--- src/rtl/hv_owt_tx_burst_ctrl.sv ---
// hv_owt_tx_burst_ctrl
// One-wire transmit controller for the HV->LV line. A command accepted on the
// valid/ready handshake is serialised as:
//   Manchester sync head (SYNC_BITS zeros), raw sync tail 1100,
//   Manchester {wr, len, addr}, Manchester data words (writes only),
//   Manchester CRC-8 (poly 0x07, init 0) over cmd+data bits, raw end tail 1100.
// Manchester bit 0 = low,high ; bit 1 = high,low. Each slot lasts SLOT_CYC clocks.
//
// Optional feature macro: HV_OWT_TX_ABORT_EN
//   defined   : i_abort drives the line high for ABORT_SLOTS slots, then o_aborted.
//   undefined : i_abort ignored, o_aborted tied low.
//
// Ports:
//   i_clk, i_rst      clock, synchronous active-high reset
//   i_cmd_vld/o_cmd_rdy  command handshake (rdy = idle and not in reset)
//   i_cmd_wr, i_cmd_addr, i_cmd_len, i_cmd_wdata  command fields, latched at accept
//   i_abort           abort current frame
//   o_owt_tx          registered line level
//   o_busy            frame or abort in progress
//   o_done            one-cycle pulse on normal frame completion
//   o_aborted         one-cycle pulse when the abort sequence finishes
module hv_owt_tx_burst_ctrl #(
  parameter int ADDR_W      = 7,
  parameter int DATA_W      = 8,
  parameter int MAX_BURST   = 4,
  parameter int SYNC_BITS   = 12,
  parameter int SLOT_CYC    = 12,
  parameter int ABORT_SLOTS = 16,
  localparam int LEN_W      = (MAX_BURST > 1) ? $clog2(MAX_BURST) : 1
) (
  input  logic                        i_clk,
  input  logic                        i_rst,
  input  logic                        i_cmd_vld,
  output logic                        o_cmd_rdy,
  input  logic                        i_cmd_wr,
  input  logic [ADDR_W-1:0]           i_cmd_addr,
  input  logic [LEN_W-1:0]            i_cmd_len,
  input  logic [MAX_BURST*DATA_W-1:0] i_cmd_wdata,
  input  logic                        i_abort,
  output logic                        o_owt_tx,
  output logic                        o_busy,
  output logic                        o_done,
  output logic                        o_aborted
);

  function automatic int max2(input int a, input int b);
    return (a > b) ? a : b;
  endfunction

  localparam int CMD_W   = 1 + LEN_W + ADDR_W;
  localparam int BIT_MAX = max2(max2(max2(CMD_W, DATA_W), max2(SYNC_BITS, ABORT_SLOTS)), 8);
  localparam int BIT_W   = (BIT_MAX > 1) ? $clog2(BIT_MAX) : 1;
  localparam int SLOT_W  = (SLOT_CYC > 1) ? $clog2(SLOT_CYC) : 1;
  localparam int SEL_W   = max2(max2(MAX_BURST * DATA_W, CMD_W), 8);

  localparam logic [SLOT_W-1:0] SLOT_LAST = SLOT_W'(SLOT_CYC - 1);
  localparam logic [BIT_W-1:0]  SH_LAST   = BIT_W'(SYNC_BITS - 1);
  localparam logic [BIT_W-1:0]  CMD_LAST  = BIT_W'(CMD_W - 1);
  localparam logic [BIT_W-1:0]  DATA_LAST = BIT_W'(DATA_W - 1);
  localparam logic [BIT_W-1:0]  CRC_LAST  = BIT_W'(7);
  localparam logic [BIT_W-1:0]  RAW_LAST  = BIT_W'(3);
`ifdef HV_OWT_TX_ABORT_EN
  localparam logic [BIT_W-1:0]  AB_LAST   = BIT_W'(ABORT_SLOTS - 1);
`endif

  typedef enum logic [2:0] {
    IDLE, SYNC_HEAD, SYNC_TAIL, CMD, DATA, CRC, END_TAIL
`ifdef HV_OWT_TX_ABORT_EN
    , ABORT
`endif
  } state_t;

  // Bit pick by runtime index, done by shifting to keep index widths clean.
  function automatic logic sel_bit(input logic [SEL_W-1:0] v, input int idx);
    logic [SEL_W-1:0] t;
    t = v >> idx;
    return t[0];
  endfunction

  function automatic logic [7:0] crc_step(input logic [7:0] c, input logic b);
    logic fb;
    fb = c[7] ^ b;
    return {c[6:0], 1'b0} ^ (fb ? 8'h07 : 8'h00);
  endfunction

  state_t                      state_q, state_nxt;
  logic [SLOT_W-1:0]           slot_q, slot_nxt;
  logic                        phase_q, phase_nxt;
  logic [BIT_W-1:0]            bit_q, bit_nxt;
  logic [LEN_W-1:0]            word_q, word_nxt;
  logic [7:0]                  crc_q, crc_nxt;
  logic                        tx_q, tx_nxt;
  logic                        done_q, done_nxt;
  logic                        aborted_nxt;
  logic                        accept, slot_end, bit_end, man_state, cur_bit;
  logic [BIT_W-1:0]            man_last;
  logic                        wr_q;
  logic [LEN_W-1:0]            len_q;
  logic [ADDR_W-1:0]           addr_q;
  logic [MAX_BURST*DATA_W-1:0] wdata_q;
  logic [CMD_W-1:0]            cmd_word;

  assign cmd_word  = {wr_q, len_q, addr_q};
  assign o_cmd_rdy = (state_q == IDLE) && !i_rst;
  assign o_busy    = (state_q != IDLE);
  assign o_owt_tx  = tx_q;
  assign o_done    = done_q;

  always_comb begin
    state_nxt   = state_q;
    slot_nxt    = slot_q;
    phase_nxt   = phase_q;
    bit_nxt     = bit_q;
    word_nxt    = word_q;
    crc_nxt     = crc_q;
    done_nxt    = 1'b0;
    aborted_nxt = 1'b0;
    accept      = 1'b0;
    cur_bit     = 1'b0;
    tx_nxt      = 1'b0;
    man_last    = '0;

    case (state_q)
      SYNC_HEAD: man_last = SH_LAST;
      CMD:       man_last = CMD_LAST;
      DATA:      man_last = DATA_LAST;
      CRC:       man_last = CRC_LAST;
      default:   man_last = '0;
    endcase
    man_state = (state_q == SYNC_HEAD) || (state_q == CMD) ||
                (state_q == DATA) || (state_q == CRC);
    slot_end  = (slot_q == SLOT_LAST);
    // A Manchester bit ends after its second half; raw/abort bits are one slot.
    bit_end   = slot_end && (!man_state || phase_q);

    if (state_q != IDLE) begin
      slot_nxt = slot_end ? '0 : slot_q + 1'b1;
      if (slot_end && man_state) phase_nxt = ~phase_q;
      if (bit_end) bit_nxt = bit_q + 1'b1;
    end

    case (state_q)
      IDLE: begin
        if (i_cmd_vld && o_cmd_rdy) begin
          accept    = 1'b1;
          state_nxt = SYNC_HEAD;
          crc_nxt   = 8'h00;
        end
      end
      SYNC_HEAD: if (bit_end && bit_q == man_last) state_nxt = SYNC_TAIL;
      SYNC_TAIL: if (bit_end && bit_q == RAW_LAST) state_nxt = CMD;
      CMD: begin
        cur_bit = sel_bit(SEL_W'(cmd_word), CMD_W - 1 - int'(bit_q));
        if (bit_end) crc_nxt = crc_step(crc_q, cur_bit);
        if (bit_end && bit_q == man_last) state_nxt = wr_q ? DATA : CRC;
      end
      DATA: begin
        cur_bit = sel_bit(SEL_W'(wdata_q), int'(word_q) * DATA_W + DATA_W - 1 - int'(bit_q));
        if (bit_end) crc_nxt = crc_step(crc_q, cur_bit);
        if (bit_end && bit_q == man_last) begin
          if (word_q == len_q) begin
            state_nxt = CRC;
          end else begin
            word_nxt = word_q + 1'b1;
            bit_nxt  = '0;
          end
        end
      end
      CRC: if (bit_end && bit_q == man_last) state_nxt = END_TAIL;
      END_TAIL: begin
        if (bit_end && bit_q == RAW_LAST) begin
          state_nxt = IDLE;
          done_nxt  = 1'b1;
        end
      end
`ifdef HV_OWT_TX_ABORT_EN
      ABORT: begin
        if (bit_end && bit_q == AB_LAST) begin
          state_nxt   = IDLE;
          aborted_nxt = 1'b1;
        end
      end
`endif
      default: state_nxt = IDLE;
    endcase

`ifdef HV_OWT_TX_ABORT_EN
    // Abort wins over any field transition, including the final tail slot.
    if (i_abort && state_q != IDLE && state_q != ABORT) begin
      state_nxt = ABORT;
      done_nxt  = 1'b0;
    end
`endif

    if (state_nxt != state_q) begin
      slot_nxt  = '0;
      phase_nxt = 1'b0;
      bit_nxt   = '0;
      word_nxt  = '0;
    end

    // The line register is loaded with the level of the position being entered,
    // so the first slot appears the cycle right after accept.
    case (state_nxt)
      SYNC_HEAD: tx_nxt = phase_nxt;
      SYNC_TAIL: tx_nxt = (bit_nxt < 2);
      END_TAIL:  tx_nxt = (bit_nxt < 2);
      CMD:  tx_nxt = sel_bit(SEL_W'(cmd_word), CMD_W - 1 - int'(bit_nxt)) ^ phase_nxt;
      DATA: tx_nxt = sel_bit(SEL_W'(wdata_q),
                             int'(word_nxt) * DATA_W + DATA_W - 1 - int'(bit_nxt)) ^ phase_nxt;
      CRC:  tx_nxt = sel_bit(SEL_W'(crc_nxt), 7 - int'(bit_nxt)) ^ phase_nxt;
`ifdef HV_OWT_TX_ABORT_EN
      ABORT: tx_nxt = 1'b1;
`endif
      default: tx_nxt = 1'b0;
    endcase
  end

  always_ff @(posedge i_clk) begin
    if (i_rst) begin
      state_q <= IDLE;
      slot_q  <= '0;
      phase_q <= 1'b0;
      bit_q   <= '0;
      word_q  <= '0;
      tx_q    <= 1'b0;
      done_q  <= 1'b0;
    end else begin
      state_q <= state_nxt;
      slot_q  <= slot_nxt;
      phase_q <= phase_nxt;
      bit_q   <= bit_nxt;
      word_q  <= word_nxt;
      tx_q    <= tx_nxt;
      done_q  <= done_nxt;
    end
  end

  always_ff @(posedge i_clk) begin
    crc_q <= crc_nxt;
    if (accept) begin
      wr_q    <= i_cmd_wr;
      len_q   <= i_cmd_wr ? i_cmd_len : '0;
      addr_q  <= i_cmd_addr;
      wdata_q <= i_cmd_wdata;
    end
  end

`ifdef HV_OWT_TX_ABORT_EN
  logic aborted_q;
  always_ff @(posedge i_clk) begin
    if (i_rst) aborted_q <= 1'b0;
    else       aborted_q <= aborted_nxt;
  end
  assign o_aborted = aborted_q;
`else
  logic unused_abort;
  assign unused_abort = i_abort ^ aborted_nxt;
  assign o_aborted    = 1'b0;
`endif

endmodule

--- config.mk ---
export PLATFORM = sky130hd
export DESIGN_NAME = hv_owt_tx_burst_ctrl
export DESIGN_NICKNAME = d
export VERILOG_FILES = /design/src/rtl/hv_owt_tx_burst_ctrl.sv
export SDC_FILE = /design/constraint.sdc
export NUM_CORES = 1
export LEC_CHECK = 0
export CORE_MARGIN = 2
export CORE_UTILIZATION = 60
export CTS_BUF_LIST = sky130_fd_sc_hd__clkbuf_4 sky130_fd_sc_hd__clkbuf_8
export DETAILED_ROUTE_END_ITERATION = 10
export GPL_ROUTABILITY_DRIVEN = 0
export PLACE_DENSITY = 0.95
export SLEW_MARGIN = 20
export SYNTH_ARGS = -nofsm -noshare
export SYNTH_HDL_FRONTEND = slang
export SYNTH_SLANG_ARGS = --single-unit
export TNS_END_PERCENT = 30
--- constraint.sdc ---
create_clock -name i_clk -period 7.45 [get_ports i_clk]
set_clock_uncertainty 0.05 [all_clocks]
set_input_delay 1.49 -clock i_clk [delete_from_list [all_inputs] [get_ports i_clk]]
set_output_delay 1.49 -clock i_clk [all_outputs]
set_load 0.02 [all_outputs]
==> results summary <==
The run finished with clean final reports. The first-pass iteration count of the detailed router is 7. The library cell with the highest instance count after synthesis is edfxtp_1. The maximum resistive drop on vdd came out at 0.000158 V. The most common cell type on the critical path is mux2i_1.

Sorting the synthesized cells by how often they occur yields 42 x edfxtp_1, 40 x nor2_1, 37 x nand2_1, 24 x dfxtp_1, 22 x a21oi_1. The via count normalized by instance count came out at 6.47. The clock sink count is 66. The static leakage power is 1.72 nW. Detailed placement finished with a half-perimeter wire length of 6660 um.

The post-route cell area came out at 4780 um^2. The proportion of power drawn by the clock network came out at 0.442. The clock latency on the worst-skew pair is 360 ps. The number of warnings reported in the yosys synthesis log came out at 0. Once the clock tree was built, the resizer swapped 0 gates to a different size. Setup repair after global routing left no endpoint under its margin.

The final cell count without fillers came out at 509. The number of enable-type register cells in the synthesized netlist came out at 42. The first global-routing pass estimated 15100 um of wire. In this run the post-CTS setup repair buffer count came out at 0. The critical path launch point type is an input port. At the worst endpoint, the arrival time is 5900 ps. The overall track demand over capacity in global routing is 0.267. The number of H-tree levels came out at 3.

The post-route core utilization is 0.740. The number of nets handed over by synthesis was 440. The total of max-cap violations is 0. Measured along the x axis, the die boundary spans 86.2 um. The wire length after detailed routing came out at 9260 um. The setup path with the least slack is of type in -> reg. TritonCTS built the clock tree. The full die area came out at 7430 um^2.

The slack of the worst reg-to-reg path is 2860 ps. The net switching fraction of the power came out at 0.217. The proportion of synthesized chip area in sequential cells is 0.429. At the worst endpoint, the required time is 7700 ps. The netlist uses 69 different library cells. The synthesized netlist occupies a cell area of 4060 um^2.

The area of all sequential standard cells is 1740 um^2. For this block, the via count after detailed routing is 3295. The total CTS buffers is 9.

The die height is 86.2 um. The proportion of register bits with asynchronous set or reset after synthesis is 0. The fraction of final layout cells sized beyond drive strength 1 came out at 0.104.

The cell count of the worst hold path is 2. The remaining routing DRC violations came out at 0. The tightest hold margin came out at 407 ps. The count of endpoints failing setup in the final report came out at 0. The count of pins on the block boundary came out at 51. In this run the clock root is driven by a clkbuf_8. The effective utilization at floorplan came out at 0.628. The sum of overflow across all layers after global routing came out at 0. The detail-routed net length per standard cell came out at 18.2 um. Counting along the longest clock path gives a buffer depth of 2.

The final critical delay including setup and external delays came out at 5660 ps. The cell taking the most area after synthesis is edfxtp_1. Sorting the synthesized cells by area gives the leading types as edfxtp_1 31%, dfxtp_1 12%, mux4_1 5.2%, mux2i_1 4.9%, nor2_1 3.7%. The largest fanout on the critical path is 12.

STA classifies the critical path endpoint as a flop. The count of buffers added on input and output ports is 48. The top-area cell type share of the netlist area is 0.311. The clock transition at the register clock pins on the worst setup and hold paths after CTS is 80 ps.

The number of max-slew violations in the final report was 0. The area after detailed placement came out at 4530 um^2. The cell count of the worst reg-to-reg path came out at 14. For this run, the top clock speed supported by timing is 0.177 GHz.

For this design the total switching power over the nets is 0.000184 W. The count of placed standard cells including taps came out at 493. The hold violation total from the final report came out at 0. The type of the most critical hold path is reg -> reg. The synthesis-stage register bit count is 66. The number of global-route vias before repair came to 3274. For this design, the slowest cell found on the critical path is clkdlybuf4s50_1. The portion of the clock cycle consumed by the worst path in the final layout is 0.760.

The average cell area after synthesis came out at 10.5 um^2. Traced cell by cell, the critical path runs through clkdlybuf4s50_1 > nor2b_1 > a21oi_1 > a22oi_1 > a41o_1 > nor4_1 > inv_1 > ha_1 > mux4_1 > mux2i_1 > nand2_1 > a32oi_1 > nand4_1 > mux2i_1 > a211o_1. The count of nets left with antenna violations after detail routing came out at 0. The count of hold buffers inserted by post-cts repair came out at 0. The region available for standard cell placement spans 6460 um^2.

The portion of total power attributed to sequential cells came out at 0.483. The endpoint identified for the worst register-to-register timing path is o_owt_tx$_SDFF_PP0_. The pin count of the biggest net entering global routing came out at 43. Summing all multi-input logic gate instances after layout gives 2140 um^2. The number of nets in the layout is 481. Power spread over the standard cell area amounts to 178 nW/um^2.

The most critical setup path has its startpoint at i_rst. The flip-flop cell with the highest count after synthesis is edfxtp_1. The worst register-to-register path begins at bit_q[1]$_SDFF_PP0_. The antenna diode count came out at 0. The floorplan has 29 rows. The final-layout setup total negative slack came out at 0 ps. The initial antenna violation count is 0. Relative to the synthesized area, the layout overhead comes to 17.9%.

The largest single stage delay on the critical path is 800 ps. The internal power component is 0.000665 W. The portion of total power attributed to combinational logic is 0.075. The worst pin sits at a relative slew slack of 0.440. For this block, the initial DRC count from the detailed router was 362. The measured slew at the worst slew-check pin is 839 ps. The timing endpoint of the critical path is o_owt_tx$_SDFF_PP0_. The filler cell count in the final layout came out at 413. The number of instances in the synthesized netlist came out at 386.
[flip-flops by register name, summed over array words and instances (netlist names)]
register,cells
crc_q,8
len_q,2
addr_q,7
slot_q,4
wdata_q,32
word_q,2
o_owt_tx,1
wr_q,1
bit_q,4
o_done,1
phase_q,1
state_q,3
[cells by family after synthesis]
logic type | Yosys count | share of synthesized area
simple gates | 148 | 0.195
compound gates | 77 | 0.130
buf+inv | 35 | 0.0420
fa+ha+maj | 8 | 0.0247
other cells | 1 | 0.000925
flops | 66 | 0.429
mux | 42 | 0.157
xor+xnor | 9 | 0.0213
[cells in the final DEF, fill, tap and decap left out, types with 8 or more instances in the layout]
master | Yosys | final
clkbuf_8 | 0 | 9
mux2_2 | 8 | 8
a21oi_1 | 22 | 22
clkdlybuf4s50_1 | 0 | 48
inv_1 | 14 | 14
mux4_1 | 8 | 8
mux2i_1 | 20 | 20
edfxtp_1 | 42 | 42
ha_1 | 8 | 8
o21ai_0 | 13 | 13
nor2_1 | 40 | 40
nand3_1 | 14 | 14
dfxtp_1 | 24 | 24
nand2_1 | 37 | 37
nor3_1 | 9 | 9
[worst min-delay path by stage]
stage	from	end	slack (ps)
floorplan	crc_q[5]$_DFF_P_	crc_q[6]$_DFF_P_	380
global placement	crc_q[5]$_DFF_P_	crc_q[6]$_DFF_P_	390
detailed placement	crc_q[5]$_DFF_P_	crc_q[6]$_DFF_P_	400
CTS	crc_q[5]$_DFF_P_	crc_q[6]$_DFF_P_	410
global route	crc_q[5]$_DFF_P_	crc_q[6]$_DFF_P_	460
finish	crc_q[5]$_DFF_P_	crc_q[6]$_DFF_P_	410
[power groups by stage]
stage / logic, W / clock network (W) / registers [W]
after floorplan: 0.0000339 / 0 / 0.000413
after global placement: 0.0000606 / 0 / 0.000416
after detailed placement: 0.0000631 / 0 / 0.000418
after CTS: 0.0000637 / 0.000378 / 0.000409
after global routing: 0.0000686 / 0.000395 / 0.000411
final: 0.0000640 / 0.000375 / 0.000410
[area by class of cell]
class,instances,share of cell area
Clock buffer,10,0.0275
Multi-Input combinational cell,285,0.448
Inverter,15,0.0118
Tap cell,77,0.0202
Sequential cell,66,0.364
Timing Repair Buffer,50,0.104
Clock inverter,6,0.0241
[metal layers]
layer	vias to the layer above	track usage	wire length [um]
li1	1537	-	-
met1	1558	0.310	3510
met2	157	0.449	4670
met3	43	0.0762	704
met4	0	0.146	376
met5	-	0	0
[metrics by stage]
step / power (W) / setup WS, ps
after floorplan: 0.000447 / 2700
after global placement: 0.000477 / 1600
final: 0.000848 / 1790
after CTS: 0.000851 / 1830
after detailed placement: 0.000481 / 1520
after global routing: 0.000874 / 1440
[critical path: cells and delay by family]
kind,cells,cell delay [ps]
AOI/OAI and AO/OA,5,1190
and+or+nand+nor,4,990
adders and majority gates,1,540
muxes,3,660
buffers and inverters,2,1020
No activity file was read; power rests on OpenSTA's default activity.
